===== src/rtl/snax_csr_responder.sv =====
// CSR endpoint of the accelerator shell: owns the RW configuration bank, serves reads
// through a one-entry response register and sequences accelerator launches.
//
// state      | meaning
// -----------+---------------------------------------------------------
// StIdle     | no run in progress; configuration bank writable
// StLaunch   | acc_start_o pulses, run counter cleared
// StWaitBusy | waiting for the accelerator to raise acc_busy_i
// StRun      | accelerator busy; run counter counting
module snax_csr_responder #(
   parameter int unsigned NumRwCsr  = 8,
   parameter int unsigned NumRoCsr  = 2,
   parameter int unsigned DataWidth = 32
) (
   input  logic                          clk_i,
   input  logic                          rst_i,
   input  logic [DataWidth-1:0]          csr_req_data_i,
   input  logic [31:0]                   csr_req_addr_i,
   input  logic                          csr_req_write_i,
   input  logic                          csr_req_valid_i,
   output logic                          csr_req_ready_o,
   output logic [DataWidth-1:0]          csr_rsp_data_o,
   output logic                          csr_rsp_valid_o,
   input  logic                          csr_rsp_ready_i,
   output logic [NumRwCsr*DataWidth-1:0] csr_rw_o,
   input  logic [NumRoCsr*DataWidth-1:0] csr_ro_i,
   output logic                          acc_start_o,
   input  logic                          acc_busy_i
);

   localparam logic [31:0] CtrlAddr = 32'(NumRwCsr + NumRoCsr);
   localparam logic [31:0] CntAddr  = CtrlAddr + 32'd1;

   typedef enum logic [1:0] {StIdle, StLaunch, StWaitBusy, StRun} state_e;

   state_e               state_q, state_d;
   logic [DataWidth-1:0] cnt_q, cnt_d;
   logic [DataWidth-1:0] rw_q [NumRwCsr];
   logic [DataWidth-1:0] rw_d [NumRwCsr];
   logic                 rsp_valid_q, rsp_valid_d;
   logic [DataWidth-1:0] rsp_data_q, rsp_data_d;

   logic                 is_rw, is_ctrl, is_cnt;
   logic                 req_acc, rd_acc, wr_acc, launch;
   logic [DataWidth-1:0] rd_data;

   assign is_rw   = csr_req_addr_i < 32'(NumRwCsr);
   assign is_ctrl = csr_req_addr_i == CtrlAddr;
   assign is_cnt  = csr_req_addr_i == CntAddr;

   // Reads only stall on a held response; bank and control writes are locked outside IDLE.
   always_comb begin
      csr_req_ready_o = 1'b1;
      if (!csr_req_write_i) begin
         csr_req_ready_o = !rsp_valid_q || csr_rsp_ready_i;
      end else if (is_rw || is_ctrl) begin
         csr_req_ready_o = (state_q == StIdle);
      end
   end

   assign req_acc = csr_req_valid_i && csr_req_ready_o;
   assign rd_acc  = req_acc && !csr_req_write_i;
   assign wr_acc  = req_acc && csr_req_write_i;
   assign launch  = wr_acc && is_ctrl && csr_req_data_i[0];

   always_comb begin
      rd_data = '0;
      for (int k = 0; k < int'(NumRwCsr); k++) begin
         if (csr_req_addr_i == 32'(k)) rd_data = rw_q[k];
      end
      for (int k = 0; k < int'(NumRoCsr); k++) begin
         if (csr_req_addr_i == 32'(int'(NumRwCsr) + k)) begin
            rd_data = csr_ro_i[k*DataWidth +: DataWidth];
         end
      end
      if (is_ctrl) rd_data[1:0] = {state_q == StRun, state_q != StIdle};
      if (is_cnt)  rd_data = cnt_q;
   end

   always_comb begin
      rw_d = rw_q;
      for (int k = 0; k < int'(NumRwCsr); k++) begin
         if (wr_acc && csr_req_addr_i == 32'(k)) rw_d[k] = csr_req_data_i;
      end
   end

   always_comb begin
      rsp_valid_d = rsp_valid_q;
      rsp_data_d  = rsp_data_q;
      if (rd_acc) begin
         rsp_valid_d = 1'b1;
         rsp_data_d  = rd_data;
      end else if (csr_rsp_ready_i) begin
         rsp_valid_d = 1'b0;
      end
   end

   always_comb begin
      state_d     = state_q;
      cnt_d       = cnt_q;
      acc_start_o = 1'b0;
      case (state_q)
         StIdle: begin
            if (launch) state_d = StLaunch;
         end
         StLaunch: begin
            acc_start_o = 1'b1;
            cnt_d       = '0;
            state_d     = StWaitBusy;
         end
         StWaitBusy: begin
            if (acc_busy_i) state_d = StRun;
         end
         StRun: begin
            if (cnt_q != '1) cnt_d = cnt_q + 1'b1;
            if (!acc_busy_i) state_d = StIdle;
         end
         default: state_d = StIdle;
      endcase
   end

   always_ff @(posedge clk_i) begin
      if (rst_i) begin
         state_q     <= StIdle;
         cnt_q       <= '0;
         rsp_valid_q <= 1'b0;
         rsp_data_q  <= '0;
         for (int k = 0; k < int'(NumRwCsr); k++) rw_q[k] <= '0;
      end else begin
         state_q     <= state_d;
         cnt_q       <= cnt_d;
         rsp_valid_q <= rsp_valid_d;
         rsp_data_q  <= rsp_data_d;
         for (int k = 0; k < int'(NumRwCsr); k++) rw_q[k] <= rw_d[k];
      end
   end

   always_comb begin
      csr_rw_o = '0;
      for (int k = 0; k < int'(NumRwCsr); k++) csr_rw_o[k*DataWidth +: DataWidth] = rw_q[k];
   end

   assign csr_rsp_valid_o = rsp_valid_q;
   assign csr_rsp_data_o  = rsp_data_q;

endmodule


===== config.mk =====
export PLATFORM = sky130hd
export DESIGN_NAME = snax_csr_responder
export DESIGN_NICKNAME = d
export VERILOG_FILES = /design/src/rtl/snax_csr_responder.sv
export SDC_FILE = /design/constraint.sdc
export NUM_CORES = 1
export LEC_CHECK = 0
export CELL_PAD_IN_SITES_DETAIL_PLACEMENT = 1
export CELL_PAD_IN_SITES_GLOBAL_PLACEMENT = 1
export CORE_MARGIN = 2
export CORE_UTILIZATION = 30
export DETAILED_ROUTE_END_ITERATION = 8
export DONT_BUFFER_PORTS = 1
export PLACE_DENSITY_LB_ADDON = 0.2
export SYNTH_ARGS = -nofsm -noshare
export SYNTH_HDL_FRONTEND = slang
export SYNTH_SLANG_ARGS = --single-unit

===== constraint.sdc =====
create_clock -name clk_i -period 4.9 [get_ports clk_i]
set_input_delay 1.225 -clock clk_i [delete_from_list [all_inputs] [get_ports clk_i]]
set_output_delay 1.225 -clock clk_i [all_outputs]
set_load 0.02 [all_outputs]

Word level (Yosys, flattened, before mapping)
Index checks and enable logic that the tools add are counted.
{ "classes": {"add_sub_neg": 1, "n_lt_le_gt_ge": 1, "n_eq_ne": 19, "n_mux": 23, "n_reduce_logical": 24} }
{ "op_table": {"columns": ["op", "n"], "rows": [
  ["$mux W32", 12],
  ["$eq A32 B3 Y1 const B", 4],
  ["$eq A32 B4 Y1 const B", 4],
  ["$eq A32 B2 Y1 const B", 2],
  ["$pmux W32 S2", 1],
  ["$add A32 B1 Y32 const B", 1],
  ["$eq A32 B1 Y1 const B", 1],
  ["$logic_not A32 Y1", 1],
  ["$lt A32 B4 Y1 const B", 1],
  ["$ne A32 B32 Y1 const B", 1],
  ["$logic_and A1 B1 Y1", 13],
  ["$mux W2", 4],
  ["$pmux W2 S4", 1],
  ["$ne A2 B2 Y1 const B", 3],
  ["$reduce_bool A2 Y1", 3],
  ["$mux W1", 5],
  ["$eq A2 B2 Y1 const B", 2],
  ["$reduce_and A3 Y1", 1],
  ["$eq A2 B1 Y1 const B", 1],
  ["$logic_not A1 Y1", 2],
  ["$logic_not A2 Y1", 1],
  ["$logic_or A1 B1 Y1", 2],
  ["$ne A2 B1 Y1 const B", 1],
  ["$reduce_and A2 Y1", 1]
]} }
{ "totals": {"reg_bits": 323, "word_cells": 80} }

Longest topological paths before layout
{ "logic_depth": {"ltp_word": 13, "mapped_depth": 10, "mapped_depth_nobuf": 7} }

Worst setup path after synthesis
No wires, ideal clock.
{ "synth_timing": {"path_type": "input to output", "startpoint": "input port csr_req_addr_i[11]", "endpoint": "output port csr_req_ready_o", "arrival_time_ns": 2.471, "setup_slack_ns": 1.204, "path_stages": 5, "n_path_buf": 1, "path_cell_list": "nor4_1 -> nand2_1 -> clkbuf_1 -> nor2_1 -> a31oi_1"} }
{ "synth_via": {"elab_chain_cells": 4} }
{ "synth_rtl": {"columns": ["element", "line_no", "rtl"], "rows": [
  ["start: declaration", "18", "input logic [31:0] csr_req_addr_i,"],
  ["$lt A32 B4 Y1 / $eq A32 B4 Y1 (equally long branches)", "47, 48", null],
  ["$logic_or A1 B1 Y1 *", "56", "end else if (is_rw || is_ctrl) begin"],
  ["$mux W1 *", "56", null],
  ["$mux W1 *", "54", "if (!csr_req_write_i) begin"],
  ["end: declaration", "21", "output logic csr_req_ready_o,"]
]} }
Every way passes the cells marked *; elsewhere a longest branch is shown, timed or not.

Worst setup path after layout
{ "layout_timing": {"startpoint": "input port csr_req_addr_i[16]", "endpoint": "output port csr_req_ready_o"} }
Same word-level chain as after synthesis.

==> impl_results.md <==
* Number of global-route vias before repair at 14500
* CTS Hold Bufs at 0
* Share of cells above drive strength 1 at 12.1%
* Largest net degree at the start of global routing at 295
* Fillcell total at 6120
* Worst Tran Pin Value at 1.02 ns
* Via count at 14700
* Leakage Power at 0.00529 uW
* Status: finished clean
* Core footprint at 0.0513 mm^2
* Synth cell types at 69
* Max Root-Sink Buffers at 3
* First-pass GRT wire length at 106000 um
* Pre-CTS setup slack at 1.00 ns
* Critical path launch point: csr_req_addr_i[16]
* Post-Route WL at 73700 um
* Yosys warnings at 0
* Clock sinks at 323
* Synthesized cell area at 0.0155 mm^2
* Die Wd at 232 um
* Post-CTS Resized at 0
* Clk slew on worst S/H paths at 0.06 ns
* RSZ-0062 raised after global routing: no
* Die Ht at 232 um
* Hold WC Path Type: reg2reg
* Setup violations, final at 0
* PortBufs at 0
* CP required at 3.67 ns
* Combinational Power Share at 2.2%
* Post-DP HPWL at 53200 um
* Tcrit/Tclk final at 79.5%
* Critical Path End Type: output pin
* Mean routed wirelength per cell at 28.8 um
* PD cells at 337 mW/mm^2
* Multi-input logic area at 0.00816 mm^2
* Ys flop type: dfxtp_1
* Sequential power share at 45.6%
* RePlAce Congestion at 0.920
* Clock power frac at 52.2%
* Crit Path Class: in2out
* DR iter-0 viols at 1003
* Top-count cell post-synth: nand2_1
* Clock skew at 0.0265 ns
* Crit-path max FO at 12
* Starting Density at 30.3%
* I/O pin count at 425
* Cells after Synth at 1951
* # rows at 83
* Post-synth ARST share at 0%
* Max-Slew Margin vs Limit at 32.3%
* Area delta synth->final at 10.5%
* Storage element area at 0.00647 mm^2
* VDD IR max at 0.000239 V
* Root buf cell: clkbuf_16
* TritonCTS Buffers at 40
* Synth Register Bits at 323
* Critical Path AT at 2.67 ns
* Initial antenna violation count at 2
* Drt drc at 0
* Post-synthesis sequential area ratio at 41.6%
* GR Overflow Total at 0
* Final setup margin at 1.00 ns
* Avg Inst Size Synth at 7.97 um^2
* Final min period at 3.90 ns
* R2r startpoint: cnt_q[5]
* Fin. max-slew vios at 0
* Hold path depth at 2
* Postcts setup bufs at 0
* Worst reg2reg path depth at 6
* FMAX at 257 MHz
* Cell internal pwr at 4490 uW
* Final hold vios at 0
* Synth top cells by count: nand2_1, dfxtp_1, a21oi_1
* CTS tree: done
* Number of enable flip-flop cells after synthesis at 0
* DRT Pass-1 Iters at 7
* Worst-Skew Late Latency at 0.57 ns
* Max cap viols at 0
* # H-tree levels at 2
* R2r endpoint: cnt_q[24]
* Top cell type's share of synthesized area at 41.6%
* GRT Total Usage at 26.7%
* Final Net Count at 1993
* Die area at 0.0537 mm^2
* Syn_nets at 2090
* Area contributors post-synth: dfxtp_1, nand2_1, a21oi_1
* NetSw at 1310 uW
* Setup TNS at 0 ns
* Vias per Instance at 5.72
* R2R Setup Slk at 2.14 ns
* Switching portion of total power at 22.6%
* Worst setup path end: csr_req_ready_o
* Final ANT Viol Nets at 0
* Startpoint types: input pin
* Leading area contributor after synthesis: dfxtp_1
==> cell type report <==
type / instances / area share (%)
antenna: 1 / 0.0146
clock buffer: 57 / 6.74
clock inverter: 14 / 0.910
inverter: 12 / 0.262
multi-input combinational: 1433 / 47.5
sequential: 323 / 37.6
tap: 680 / 4.95
timing repair buffer: 44 / 2.00
==> per-stage QoR <==
step | area, um^2 | util (%) | cells | hold WS (ns) | total power [uW]
after floorplan | 15500 | - | 1951 | 0.467 | 2880
after global placement | 15900 | 30.9 | 2492 | 0.497 | 2830
after detailed placement | 15900 | 30.9 | 2492 | 0.507 | 2830
after CTS | 17200 | 33.5 | 2563 | 0.516 | 5860
after global routing | 17200 | 33.5 | 2564 | 0.551 | 5970
final | 17200 | 33.5 | 2564 | 0.518 | 5800
==> cell usage in the layout (no fill, tap or decap), drive strengths merged, types with 5 or more instances in the layout <==
| cell | Yosys | layout |
|---|---|---|
| clkinv | 0 | 11 |
| nand2 | 572 | 572 |
| and4 | 8 | 8 |
| o32a | 8 | 8 |
| ha | 5 | 5 |
| xor2 | 14 | 14 |
| or3 | 15 | 15 |
| nand2b | 6 | 6 |
| a32oi | 9 | 9 |
| inv | 12 | 12 |
| nand3 | 38 | 38 |
| nor4 | 19 | 19 |
| a21o | 12 | 12 |
| mux2 | 33 | 33 |
| or4 | 9 | 9 |
| nor2b | 11 | 11 |
| o22ai | 25 | 25 |
| nand4 | 21 | 21 |
| buf | 108 | 44 |
| o221ai | 22 | 22 |
| a211oi | 8 | 8 |
| a31oi | 24 | 24 |
| clkbuf | 75 | 57 |
| dfxtp | 323 | 323 |
| nor3 | 20 | 20 |
| nor2 | 76 | 76 |
| nor3b | 6 | 6 |
| and3 | 11 | 11 |
| o21ai | 22 | 22 |
| a22oi | 36 | 36 |
| o211ai | 15 | 15 |
| xnor2 | 5 | 5 |
| and2 | 10 | 10 |
| mux4 | 23 | 23 |
| a21oi | 294 | 294 |
| a221oi | 11 | 11 |
| a22o | 15 | 15 |
==> cell families (layout without fill, tap and decap cells) <==
kind of cell | after synthesis | after routing | synth area share, %
other | 0 | 1 | 0
multiplexers | 57 | 57 | 5.79
flip-flops | 323 | 323 | 41.6
AND/OR/NAND/NOR | 829 | 829 | 23.8
buffers and inverters | 195 | 127 | 6.20
adder cells (fa/ha/maj) | 5 | 5 | 0.402
AO/OA/AOI/OAI | 523 | 523 | 21.2
XOR/XNOR | 19 | 19 | 1.07
==> power by group through the flow <==
stage                     Combinational (uW)  Sequential [uW]  Clock [uW]
final                                    127             2640        3020
after detailed placement                 127             2700           0
after global routing                     135             2640        3190
after floorplan                          179             2700           0
after CTS                                127             2640        3090
after global placement                   125             2700           0
==> per-layer routing <==
metal | track usage (%) | vias up | share of wire, %
met2 | 41.3 | 508 | 45
met1 | 36.2 | 7419 | 45
met3 | 8.19 | 80 | 8.8
li1 | - | 6652 | -
met4 | 6.31 | 2 | 1.9
met5 | 0 | - | 0.011
==> sequential cells by signal, indices dropped and copies added (netlist names) <==
signal / cells
cnt_q: 32
csr_rw_o: 256
state_q: 2
csr_rsp_valid_o: 1
csr_rsp_data_o: 32
==> worst max-delay path, stage by stage <==
cell     delay [ns]
nor4_1         0.37
nand4_1        0.18
buf_4          0.23
nor2_1         0.09
buf_4          0.17
a31oi_1        0.19
buf_4          0.22
==> worst min-delay path by stage <==
stage,start,end,slack (ns)
floorplan,cnt_q[31],cnt_q[31],0.47
global placement,cnt_q[23],cnt_q[23],0.50
detailed placement,cnt_q[23],cnt_q[23],0.51
CTS,cnt_q[23],cnt_q[23],0.52
global route,cnt_q[23],cnt_q[23],0.55
finish,cnt_q[23],cnt_q[23],0.52
(Power assumes the default switching activity.)
